<file path="src/rtl/hazard_stall_unit_pkg.sv">
// Shared encodings for the decode-side hazard/stall control: mult/div sequencer
// states, stall cause codes and the source-match helper.
package hazard_stall_unit_pkg;

    typedef enum logic [1:0] {
        MD_IDLE  = 2'd0,
        MD_START = 2'd1,
        MD_BUSY  = 2'd2,
        MD_DONE  = 2'd3
    } mdState_t;

    typedef enum logic [1:0] {
        CAUSE_NONE     = 2'd0,
        CAUSE_LOAD_USE = 2'd1,
        CAUSE_BRANCH   = 2'd2,
        CAUSE_MULDIV   = 2'd3
    } stallCause_t;

    localparam logic [4:0] REG_RSTATUS = 5'd30;
    localparam logic [4:0] REG_ZERO    = 5'd0;

    // r0 is hardwired, so a write to it never creates a dependency.
    function automatic logic srcMatch(
        input logic [4:0] r,
        input logic [4:0] rs,
        input logic [4:0] rt,
        input logic       useRs,
        input logic       useRt
    );
        return (r != REG_ZERO) && ((useRs && (rs == r)) || (useRt && (rt == r)));
    endfunction

endpackage

</file>
<file path="src/rtl/hazard_stall_unit_if.sv">
// Decode/execute control bundle between the pipeline datapath and hazard_stall_unit.
interface hazard_stall_unit_if;
    import hazard_stall_unit_pkg::*;

    logic [4:0] fd_rs;
    logic [4:0] fd_rt;
    logic       fd_use_rs;
    logic       fd_use_rt;
    logic       fd_is_branch;
    logic       take_branch;
    logic [4:0] dx_rd;
    logic [4:0] xm_rd;
    logic       dx_regWrite;
    logic       dx_is_load;
    logic       xm_is_load;
    logic       dx_is_md;
    logic       md_ready;
    logic       md_exc;

    logic       pc_en;
    logic       fd_en;
    logic       dx_en;
    logic       fd_flush;
    logic       dx_bubble;
    logic       xm_bubble;
    logic       md_start;
    logic       md_busy;
    logic       md_timeout;
    logic       rstatus_wr;
    logic [1:0] stall_cause;

    modport master (
        output fd_rs, fd_rt, fd_use_rs, fd_use_rt, fd_is_branch, take_branch,
               dx_rd, xm_rd, dx_regWrite, dx_is_load, xm_is_load, dx_is_md,
               md_ready, md_exc,
        input  pc_en, fd_en, dx_en, fd_flush, dx_bubble, xm_bubble,
               md_start, md_busy, md_timeout, rstatus_wr, stall_cause
    );

    modport slave (
        input  fd_rs, fd_rt, fd_use_rs, fd_use_rt, fd_is_branch, take_branch,
               dx_rd, xm_rd, dx_regWrite, dx_is_load, xm_is_load, dx_is_md,
               md_ready, md_exc,
        output pc_en, fd_en, dx_en, fd_flush, dx_bubble, xm_bubble,
               md_start, md_busy, md_timeout, rstatus_wr, stall_cause
    );

endinterface

</file>
<file path="src/rtl/hazard_stall_unit_md_sequencer.sv">
// Mult/div sequencer: issues the start pulse, freezes the pipe while the unit
// works, and bounds the wait with a watchdog.
module md_sequencer
    import hazard_stall_unit_pkg::*;
#(
    parameter int unsigned MD_LATENCY = 32,
    parameter int unsigned MD_SLACK   = 4
) (
    input  logic clock,
    input  logic reset,
    input  logic dxIsMd,
    input  logic mdReady,
    input  logic mdExc,
    output logic mdStart,
    output logic mdBusy,
    output logic mdFreeze,
    output logic mdDone,
    output logic mdTimeout,
    output logic rstatusWr
);

    localparam int unsigned LIMIT = MD_LATENCY + MD_SLACK;
    localparam int unsigned CW    = $clog2(LIMIT + 1);

    mdState_t      state;
    mdState_t      stateNext;
    logic [CW-1:0] cnt;
    logic          opErr;
    logic          expire;

    assign expire = (cnt == CW'(LIMIT - 1));

    always_comb begin
        stateNext = state;
        unique case (state)
            MD_IDLE:  if (dxIsMd) stateNext = MD_START;
            MD_START: stateNext = MD_BUSY;
            MD_BUSY:  if (mdReady || expire) stateNext = MD_DONE;
            MD_DONE:  stateNext = MD_IDLE;
            default:  stateNext = MD_IDLE;
        endcase
    end

    always_ff @(posedge clock or negedge reset) begin
        if (!reset) begin
            state <= MD_IDLE;
        end else begin
            state <= stateNext;
        end
    end

    // opErr is per-operation; mdTimeout stays set until reset.
    always_ff @(posedge clock or negedge reset) begin
        if (!reset) begin
            cnt       <= '0;
            opErr     <= 1'b0;
            mdTimeout <= 1'b0;
        end else begin
            if (state == MD_IDLE && dxIsMd) begin
                cnt   <= '0;
                opErr <= 1'b0;
            end else if (state == MD_BUSY) begin
                if (cnt != '1) begin
                    cnt <= cnt + CW'(1);
                end
                if (mdReady) begin
                    opErr <= mdExc;
                end else if (expire) begin
                    opErr     <= 1'b1;
                    mdTimeout <= 1'b1;
                end
            end
        end
    end

    assign mdStart   = (state == MD_IDLE) && dxIsMd;
    assign mdBusy    = (state != MD_IDLE);
    assign mdFreeze  = (state == MD_BUSY);
    assign mdDone    = (state == MD_DONE);
    assign rstatusWr = (state == MD_DONE) && opErr;

endmodule

</file>
<file path="src/rtl/hazard_stall_unit.sv">
// Decode-side pipeline control: hazard detection that forwarding cannot cover,
// stall prioritisation, and mult/div sequencing.
module hazard_stall_unit
    import hazard_stall_unit_pkg::*;
#(
    parameter int unsigned MD_LATENCY = 32,
    parameter int unsigned MD_SLACK   = 4
) (
    input  logic                clock,
    input  logic                reset,
    hazard_stall_unit_if.slave  pipe
);

    logic        mdStart;
    logic        mdBusy;
    logic        mdFreeze;
    logic        mdDone;
    logic        mdTimeout;
    logic        rstatusWr;
    logic        loadUse;
    logic        branchOp;

    logic        pcEn;
    logic        fdEn;
    logic        dxEn;
    logic        fdFlush;
    logic        dxBubble;
    logic        xmBubble;
    stallCause_t cause;

    md_sequencer #(
        .MD_LATENCY (MD_LATENCY),
        .MD_SLACK   (MD_SLACK)
    ) u_md_sequencer (
        .clock     (clock),
        .reset     (reset),
        .dxIsMd    (pipe.dx_is_md),
        .mdReady   (pipe.md_ready),
        .mdExc     (pipe.md_exc),
        .mdStart   (mdStart),
        .mdBusy    (mdBusy),
        .mdFreeze  (mdFreeze),
        .mdDone    (mdDone),
        .mdTimeout (mdTimeout),
        .rstatusWr (rstatusWr)
    );

    assign loadUse = pipe.dx_is_load &&
        srcMatch(pipe.dx_rd, pipe.fd_rs, pipe.fd_rt, pipe.fd_use_rs, pipe.fd_use_rt);

    assign branchOp = pipe.fd_is_branch &&
        ((pipe.dx_regWrite &&
          srcMatch(pipe.dx_rd, pipe.fd_rs, pipe.fd_rt, pipe.fd_use_rs, pipe.fd_use_rt)) ||
         (pipe.xm_is_load &&
          srcMatch(pipe.xm_rd, pipe.fd_rs, pipe.fd_rt, pipe.fd_use_rs, pipe.fd_use_rt)));

    // DONE lets the result into XM with every stage advancing, so hazards are masked there.
    always_comb begin
        pcEn     = 1'b1;
        fdEn     = 1'b1;
        dxEn     = 1'b1;
        fdFlush  = 1'b0;
        dxBubble = 1'b0;
        xmBubble = 1'b0;
        cause    = CAUSE_NONE;
        if (!reset) begin
            pcEn = 1'b0;
            fdEn = 1'b0;
            dxEn = 1'b0;
        end else if (mdDone) begin
            fdFlush = pipe.take_branch;
        end else if (mdFreeze) begin
            pcEn     = 1'b0;
            fdEn     = 1'b0;
            dxEn     = 1'b0;
            xmBubble = 1'b1;
            cause    = CAUSE_MULDIV;
        end else if (loadUse) begin
            pcEn     = 1'b0;
            fdEn     = 1'b0;
            dxBubble = 1'b1;
            cause    = CAUSE_LOAD_USE;
        end else if (branchOp) begin
            pcEn     = 1'b0;
            fdEn     = 1'b0;
            dxBubble = 1'b1;
            cause    = CAUSE_BRANCH;
        end else begin
            fdFlush = pipe.take_branch;
        end
    end

    assign pipe.pc_en       = pcEn;
    assign pipe.fd_en       = fdEn;
    assign pipe.dx_en       = dxEn;
    assign pipe.fd_flush    = fdFlush;
    assign pipe.dx_bubble   = dxBubble;
    assign pipe.xm_bubble   = xmBubble;
    assign pipe.stall_cause = cause;
    assign pipe.md_start    = reset && mdStart;
    assign pipe.md_busy     = reset && mdBusy;
    assign pipe.md_timeout  = reset && mdTimeout;
    assign pipe.rstatus_wr  = reset && rstatusWr;

endmodule

</file>
<file path="src/flat_wrapper.sv">
// flat-port wrapper written by rule: the top's interface ports become plain ports
module hazard_stall_unit_flat import hazard_stall_unit_pkg::*;
#(
    parameter int unsigned MD_LATENCY = 32,
    parameter int unsigned MD_SLACK   = 4
)
  (clock, reset, pipe_fd_rs, pipe_fd_rt, pipe_fd_use_rs, pipe_fd_use_rt, pipe_fd_is_branch, pipe_take_branch, pipe_dx_rd, pipe_xm_rd, pipe_dx_regWrite, pipe_dx_is_load, pipe_xm_is_load, pipe_dx_is_md, pipe_md_ready, pipe_md_exc, pipe_pc_en, pipe_fd_en, pipe_dx_en, pipe_fd_flush, pipe_dx_bubble, pipe_xm_bubble, pipe_md_start, pipe_md_busy, pipe_md_timeout, pipe_rstatus_wr, pipe_stall_cause);
  hazard_stall_unit_if pipe_i ();
  input  logic clock;
  input  logic reset;
  input wire logic [$bits(pipe_i.fd_rs)-1:0] pipe_fd_rs;
  input wire logic [$bits(pipe_i.fd_rt)-1:0] pipe_fd_rt;
  input wire logic [$bits(pipe_i.fd_use_rs)-1:0] pipe_fd_use_rs;
  input wire logic [$bits(pipe_i.fd_use_rt)-1:0] pipe_fd_use_rt;
  input wire logic [$bits(pipe_i.fd_is_branch)-1:0] pipe_fd_is_branch;
  input wire logic [$bits(pipe_i.take_branch)-1:0] pipe_take_branch;
  input wire logic [$bits(pipe_i.dx_rd)-1:0] pipe_dx_rd;
  input wire logic [$bits(pipe_i.xm_rd)-1:0] pipe_xm_rd;
  input wire logic [$bits(pipe_i.dx_regWrite)-1:0] pipe_dx_regWrite;
  input wire logic [$bits(pipe_i.dx_is_load)-1:0] pipe_dx_is_load;
  input wire logic [$bits(pipe_i.xm_is_load)-1:0] pipe_xm_is_load;
  input wire logic [$bits(pipe_i.dx_is_md)-1:0] pipe_dx_is_md;
  input wire logic [$bits(pipe_i.md_ready)-1:0] pipe_md_ready;
  input wire logic [$bits(pipe_i.md_exc)-1:0] pipe_md_exc;
  output wire logic [$bits(pipe_i.pc_en)-1:0] pipe_pc_en;
  output wire logic [$bits(pipe_i.fd_en)-1:0] pipe_fd_en;
  output wire logic [$bits(pipe_i.dx_en)-1:0] pipe_dx_en;
  output wire logic [$bits(pipe_i.fd_flush)-1:0] pipe_fd_flush;
  output wire logic [$bits(pipe_i.dx_bubble)-1:0] pipe_dx_bubble;
  output wire logic [$bits(pipe_i.xm_bubble)-1:0] pipe_xm_bubble;
  output wire logic [$bits(pipe_i.md_start)-1:0] pipe_md_start;
  output wire logic [$bits(pipe_i.md_busy)-1:0] pipe_md_busy;
  output wire logic [$bits(pipe_i.md_timeout)-1:0] pipe_md_timeout;
  output wire logic [$bits(pipe_i.rstatus_wr)-1:0] pipe_rstatus_wr;
  output wire logic [$bits(pipe_i.stall_cause)-1:0] pipe_stall_cause;
  assign pipe_i.fd_rs = pipe_fd_rs;
  assign pipe_i.fd_rt = pipe_fd_rt;
  assign pipe_i.fd_use_rs = pipe_fd_use_rs;
  assign pipe_i.fd_use_rt = pipe_fd_use_rt;
  assign pipe_i.fd_is_branch = pipe_fd_is_branch;
  assign pipe_i.take_branch = pipe_take_branch;
  assign pipe_i.dx_rd = pipe_dx_rd;
  assign pipe_i.xm_rd = pipe_xm_rd;
  assign pipe_i.dx_regWrite = pipe_dx_regWrite;
  assign pipe_i.dx_is_load = pipe_dx_is_load;
  assign pipe_i.xm_is_load = pipe_xm_is_load;
  assign pipe_i.dx_is_md = pipe_dx_is_md;
  assign pipe_i.md_ready = pipe_md_ready;
  assign pipe_i.md_exc = pipe_md_exc;
  assign pipe_pc_en = pipe_i.pc_en;
  assign pipe_fd_en = pipe_i.fd_en;
  assign pipe_dx_en = pipe_i.dx_en;
  assign pipe_fd_flush = pipe_i.fd_flush;
  assign pipe_dx_bubble = pipe_i.dx_bubble;
  assign pipe_xm_bubble = pipe_i.xm_bubble;
  assign pipe_md_start = pipe_i.md_start;
  assign pipe_md_busy = pipe_i.md_busy;
  assign pipe_md_timeout = pipe_i.md_timeout;
  assign pipe_rstatus_wr = pipe_i.rstatus_wr;
  assign pipe_stall_cause = pipe_i.stall_cause;
  hazard_stall_unit #(.MD_LATENCY(MD_LATENCY), .MD_SLACK(MD_SLACK)) u_core (.clock(clock), .reset(reset), .pipe(pipe_i));
endmodule
</file>
<file path="config.mk">
export PLATFORM = sky130hd
export DESIGN_NAME = hazard_stall_unit_flat
export DESIGN_NICKNAME = d
export VERILOG_FILES = /design/src/rtl/hazard_stall_unit_pkg.sv /design/src/rtl/hazard_stall_unit_if.sv /design/src/rtl/hazard_stall_unit_md_sequencer.sv /design/src/rtl/hazard_stall_unit.sv /design/src/flat_wrapper.sv
export SDC_FILE = /design/constraint.sdc
export NUM_CORES = 1
export LEC_CHECK = 0
export CAP_MARGIN = 20
export CELL_PAD_IN_SITES_DETAIL_PLACEMENT = 1
export CELL_PAD_IN_SITES_GLOBAL_PLACEMENT = 2
export CORE_MARGIN = 10
export CORE_UTILIZATION = 25
export CTS_CLUSTER_DIAMETER = 200
export CTS_CLUSTER_SIZE = 28
export DETAILED_ROUTE_END_ITERATION = 8
export PLACE_DENSITY = 0.9
export SLEW_MARGIN = 20
export SYNTH_ARGS = -nofsm -noshare
export SYNTH_HDL_FRONTEND = slang
export SYNTH_HIERARCHICAL = 1
export SYNTH_SLANG_ARGS = --single-unit
</file>
<file path="constraint.sdc">
create_clock -name clock -period 3.4 [get_ports clock]
set_input_delay 0.68 -clock clock [delete_from_list [all_inputs] [get_ports clock]]
set_output_delay 0.68 -clock clock [all_outputs]
set_load 0.005 [all_outputs]
</file>
======== After elaboration in Yosys (flattened, before gate mapping) ========
Cells that the tools add are included.
storage, ports and cells
  register bits after elaboration ......... 10
  input bits .............................. 32
  output and inout bits ................... 12
  word-level logic and storage cells ...... 85
cells by class
  add/sub/neg operators ................... 1
  eq/ne operators ......................... 11
  mux-type cells .......................... 36
  bitwise logic cells ..................... 2
  reduce and logical (&&, ||, !) cells .... 31
operators by type and width
  cell                   number
  $mux W1                25
  $eq A5 B5 Y1           4
  $mux W6                3
  $logic_and A1 B1 Y1    16
  $mux W2                7
  $reduce_bool A5 Y1     2
  $pmux W2 S4            1
  $add A6 B1 Y6 const B  1
  $eq A6 B6 Y1 const B   1
  $ne A6 B6 Y1 const B   1
  $reduce_and A2 Y1      3
  $reduce_bool A2 Y1     3
  $eq A2 B2 Y1 const B   2
  $logic_or A1 B1 Y1     4
  $ne A2 B2 Y1 const B   2
  $reduce_and A4 Y1      1
  $reduce_bool A3 Y1     1
  $eq A2 B1 Y1 const B   1
  $logic_not A2 Y1       1
  $not A1 Y1             2

======== Logic depth before layout (Yosys ltp) ========
  depth after elaboration ................. 12
  mapped depth ............................ 7

======== Cells and area by module ========
The synthesis kept the hierarchy.
by module, submodules not included
  module             times used  cells an instance  area an instance (um^2)  seq. area each (um^2)
  md_sequencer       1           65                 639.4                    250.2
  hazard_stall_unit  1           58                 397.9                    0.0

======== Worst setup path before layout ========
OpenSTA, ideal clock, no wires.
  path type ............................... input -> output
  from .................................... in pipe_xm_rd[1]
  to ...................................... out pipe_pc_en
  arrival time ............................ 1.822 ns
  required time ........................... 2.720 ns
  setup slack ............................. 0.898 ns
  stages on the path ...................... 6
  buffers on the path ..................... 1
  cells stage by stage .................... or4_4 > o211ai_2 > a21o_2 > a21oi_1 > nor2b_1 > buf_4
on the way
  longest elaborated chain between the ends .. 12
RTL lines
  what                    RTL line                     RTL
  start: declaration      flat_wrapper.sv:18           input wire logic [$bits(pipe_i.xm_rd)-1:0] pipe_xm_rd;
  $eq A5 B5 Y1            hazard_stall_unit_pkg.sv:30  return (r != REG_ZERO) && ((useRs && (rs == r)) || (useRt && (rt == r)));
  $logic_and A1 B1 Y1     hazard_stall_unit_pkg.sv:30
  $logic_or A1 B1 Y1      hazard_stall_unit_pkg.sv:30
  $logic_and A1 B1 Y1 *   hazard_stall_unit_pkg.sv:30
  $logic_and A1 B1 Y1 *   hazard_stall_unit.sv:54      (pipe.xm_is_load &&
  $logic_or A1 B1 Y1 *    hazard_stall_unit.sv:53      srcMatch(pipe.dx_rd, pipe.fd_rs, pipe.fd_rt, pipe.fd_use_rs, pipe.fd_use_rt)) ||
  $logic_and A1 B1 Y1 *   hazard_stall_unit.sv:51      assign branchOp = pipe.fd_is_branch &&
  $mux W1 * (5 in a row)  -
  end: declaration        flat_wrapper.sv:25           output wire logic [$bits(pipe_i.pc_en)-1:0] pipe_pc_en;
Every way passes the cells marked *; elsewhere a longest branch is shown, timed or not.

======== Worst setup path after layout ========
  from .................................... in pipe_dx_rd[3]
  to ...................................... out pipe_stall_cause[1]
on the way
  longest elaborated chain between the ends .. 12
RTL lines
  what                   RTL line                     RTL
  start: declaration     flat_wrapper.sv:17           input wire logic [$bits(pipe_i.dx_rd)-1:0] pipe_dx_rd;
  $eq A5 B5 Y1           hazard_stall_unit_pkg.sv:30
  $logic_and A1 B1 Y1    hazard_stall_unit_pkg.sv:30
  $logic_or A1 B1 Y1     hazard_stall_unit_pkg.sv:30
  $logic_and A1 B1 Y1 *  hazard_stall_unit_pkg.sv:30
  $logic_and A1 B1 Y1    hazard_stall_unit.sv:52      ((pipe.dx_regWrite &&
  $logic_or A1 B1 Y1     hazard_stall_unit.sv:53
  $logic_and A1 B1 Y1    hazard_stall_unit.sv:51
  $mux W2                hazard_stall_unit.sv:83      end else if (branchOp) begin
  $mux W2 *              hazard_stall_unit.sv:78      end else if (loadUse) begin
  $mux W2 *              hazard_stall_unit.sv:72      end else if (mdFreeze) begin
  $mux W2 *              hazard_stall_unit.sv:70      end else if (mdDone) begin
  $mux W2 *              hazard_stall_unit.sv:66      if (!reset) begin
  end: declaration       flat_wrapper.sv:35           output wire logic [$bits(pipe_i.stall_cause)-1:0] pipe_stall_cause;
Marks and branches as above.

==> flow_summary_export.csv <==
group,metric,value,unit
run_status,status,"finished, final reports clean",
clock_tree,clockBufferDepth,2,
detailed_routing,route.vias.total,1116,
clock_tree,cts_buffers,3,
setup_path,critPathCaptureType,"output pin",
floorplan,fp.dieArea,7125,sq um
synth,ys_types,40,
setup_path,crit_required,2.72,ns
power,power.leakage,0.7221,nW
detailed_routing,drcViolationCount,0,
place,place_inst,217,
detailed_routing,dr.pass1.iters,4,
power,swShare,0.3899,
finish,n_antenna_cell,0,
power,p_per_area,429.8,nW/um^2
sta,fmax,303.5,MHz
setup_path,slowest_delay,0.47,ns
power,comb_power_share,0.561,
clock_tree,cts_root_buf,"clkbuf_8",
synth,synth-edff-count,0,
finish,num-fill-cells,465,
global_routing,grt_pass1_vias,1222,
synth,yosys_most_used_dff,"dfrtp_1",
setup_path,crit_fanout,3,
sta,period_minus_slack,3.295,ns
synth,synth_seq_cells,10,
global_routing,grt-ovfl-total,0,
global_routing,grtUsageTotal,0.1032,
setup_path,crit_type,"input port to output pin",
clock_tree,cts_tree,"yes",
power,power_frac_seq,0.265,
detailed_routing,ant_nets,0,
clock_tree,cts_max_level,1,
setup_path,worstReg2RegStart,"u_core/u_md_sequencer/state[0]$_DFFE_PN0P_",
setup_path,crit_chain,"clkdlybuf4s50_1, xnor2_1, nand4_1, o22ai_2, buf_4, nand3_1, a41o_1, clkdlybuf4s50_1",
floorplan,rows,23,
floorplan,initial_core_util,0.2593,
detailed_routing,postRouteWirelength,3747,um
power,p_int,425.2,uW
detailed_routing,drt-vias-per-instance,5.050,
sta,slew_headroom,0.6633,
place,dp_hpwl,3059,um
sta,fin_tns_setup,0,ns
synth,seq_area_frac_synth,0.2413,
worst_hold_path,hp-class,"register to register",
run,max_cap_violations,0,
synth,async_reset_ff_frac,1.000,
synth,synth.top_cell.area_share,0.2413,
power,p_total,696.9,uW
place,place_area,1543,sq um
finish,fin_nets,210,
setup_path,crit_path_start,"pipe_dx_rd[3]",
power,power_frac_clock,0.175,
synth,synth.avg_cell_area,8.433,sq um
power,p_switching,271.7,uW
finish,fin_area,1622,sq um
power,ir_drop,0.2241,mV
floorplan,die_h,84.41,um
sta,setup_viol,0,
clock_tree,holdBufCountCts,0,
detailed_routing,wl_per_cell,16.95,um
floorplan,core_area,4000,sq um
setup_path,cpMostUsedCell,"clkdlybuf4s50_1",
detailed_routing,drt_iter0_drc,23,
sta,post-route-period-util,0.9690,
synth,yosysWarnings,6,
synth,syn-cell-area,1037,sq um
sta,timing_hold_violations_final,0,
place,globalplace.congestion,0.8958,
setup_path,ff2ff_setup_slack,1.59,ns
setup_path,critPathLaunchType,"input port",
finish,final_cells,221,
clock_tree,clock-sinks,10,
global_routing,grt_max_degree,17,
synth,syn-num-nets,160,
worst_hold_path,worstHoldStart,"u_core/u_md_sequencer/mdTimeout$_DFFE_PN0P_",
floorplan,io_pins,44,
finish,layout-drive-gt1-share,0.1228,
sta,slew_viol_final,0,
sta,skew,0.002224,ns
place,numPortBuffers,43,
setup_path,critPathSlowestCell,"clkdlybuf4s50_1",
finish,syn2layout_area_growth,56.33,%
global_routing,antenna_found_initial,0,
synth,synth_area_leader_cell,"dfrtp_1",
global_routing,grt_first_pass_wirelength,6182,um
setup_path,arrival,2.61,ns
clock_tree,insertion_delay,0.24,ns
sta,tightestPinTransition,0.5050,ns
synth,syn_inst,123,
synth,ys_top_cells_by_area,"dfrtp_1 24%, xnor2_1 10%, xor2_1 6.8%",
floorplan,dieWidth,84.41,um
clock_tree,clk_pin_slew,0.04,ns
stage by stage:
| step | utilization | worst slack [ns] | hold WS, ns |
|---|---|---|---|
| after floorplan | - | 0.8979 | 0.3844 |
| after global placement | 0.3857 | -0.03786 | 0.4554 |
| after detailed placement | 0.3857 | -0.1183 | 0.4539 |
| after CTS | 0.3963 | 0.01207 | 0.4663 |
| after global routing | 0.4054 | -0.05266 | 0.4720 |
| final | 0.4054 | 0.1053 | 0.4666 |
final timing paths:
check                                                              endpoint  cells past startpoint
min in group asynchronous          u_core/u_md_sequencer/cnt[5]$_DFFE_PN0P_                      2
worst max-delay path                                    pipe_stall_cause[1]                      8
worst max register to register     u_core/u_md_sequencer/cnt[5]$_DFFE_PN0P_                      5
worst min-delay path            u_core/u_md_sequencer/mdTimeout$_DFFE_PN0P_                      1
max in group asynchronous          u_core/u_md_sequencer/cnt[2]$_DFFE_PN0P_                      2
worst min register to register  u_core/u_md_sequencer/mdTimeout$_DFFE_PN0P_                      1
worst max-delay path, delay by kind of cell:
family / cells / cell delay, ns
AOI/OAI and AO/OA: 2 / 0.43
xor gates and xnor gates: 1 / 0.23
and+or+nand+nor: 2 / 0.22
buffers and inverters: 3 / 1.05
what timing repair did:
item	CTS	global route
resized for setup	11	8
setup buffers	0	1
pin swaps	2	6
gates cloned	0	0
setup endpoints to repair	5	2
flip-flops by register name, indices dropped and copies added, names as in the netlist:
signal and count:
u_core/u_md_sequencer/cnt 6, u_core/u_md_sequencer/mdTimeout 1, u_core/u_md_sequencer/opErr 1, u_core/u_md_sequencer/state 2
power groups by stage:
| stage | sequential, mW | combinational, mW | clock (mW) |
|---|---|---|---|
| 2_1_floorplan | 0.177 | 0.239 | 0 |
| 3_3_place_gp | 0.184 | 0.383 | 0 |
| 3_5_place_dp | 0.186 | 0.399 | 0 |
| 4_1_cts | 0.185 | 0.396 | 0.126 |
| 5_1_grt | 0.192 | 0.440 | 0.136 |
| 6_report | 0.185 | 0.391 | 0.122 |
cell usage in the layout (no fill, tap or decap), drive strengths merged, types with 6 or more instances in the layout:
cell type / n
xnor2: 12
and2: 6
nand3: 6
xor2: 8
dlygate4sd2: 9
dfrtp: 10
dlymetal6s2s: 6
nand2: 12
nor2: 6
inv: 6
clkdlybuf4s50: 28
cell families (layout without fill, tap and decap cells):
kind of cell    after synthesis  in the layout  share of synthesized area
simple gates                 53             53                     0.3016
compound gates               25             25                     0.1797
xor+xnor                     20             20                     0.1689
flops                        10             10                     0.2413
buf+inv                       9             57                    0.03860
fa+ha+maj                     5              5                    0.06031
mux                           1              1                   0.009651
Yosys cell counts (2+ instances only):
cell      count
a41o_1        2
o21ai_0       2
a211oi_1      2
buf_2         2
a21oi_1       4
nand2_1      11
and2_1        6
xor2_1        8
nand2b_1      5
dfrtp_1      10
nor2b_1       2
inv_1         6
a31oi_1       5
nor3_1        2
nor2_1        6
nand4_1       5
xnor2_1      12
ha_1          5
nand3_1       6
nor4_1        2
layout make-up:
type	count	area, sq um	share of cell area
clock buffer	3	41.29	0.02546
timing repair buffer	48	471.7	0.2909
tap	50	62.56	0.03858
multi-input combinational	104	773.2	0.4769
inverter	6	22.52	0.01389
sequential	10	250.2	0.1543
layer usage:
| layer | up-vias | global-route usage | wire length (um) |
|---|---|---|---|
| met1 | 537 | 0.1245 | 1699 |
| met2 | 37 | 0.1715 | 1771 |
| met3 | 3 | 0.03092 | 240 |
| met5 | - | 0 | 0 |
| met4 | 0 | 0.03144 | 36 |
| li1 | 539 | - | - |
No activity file was read; power rests on OpenSTA's default activity.
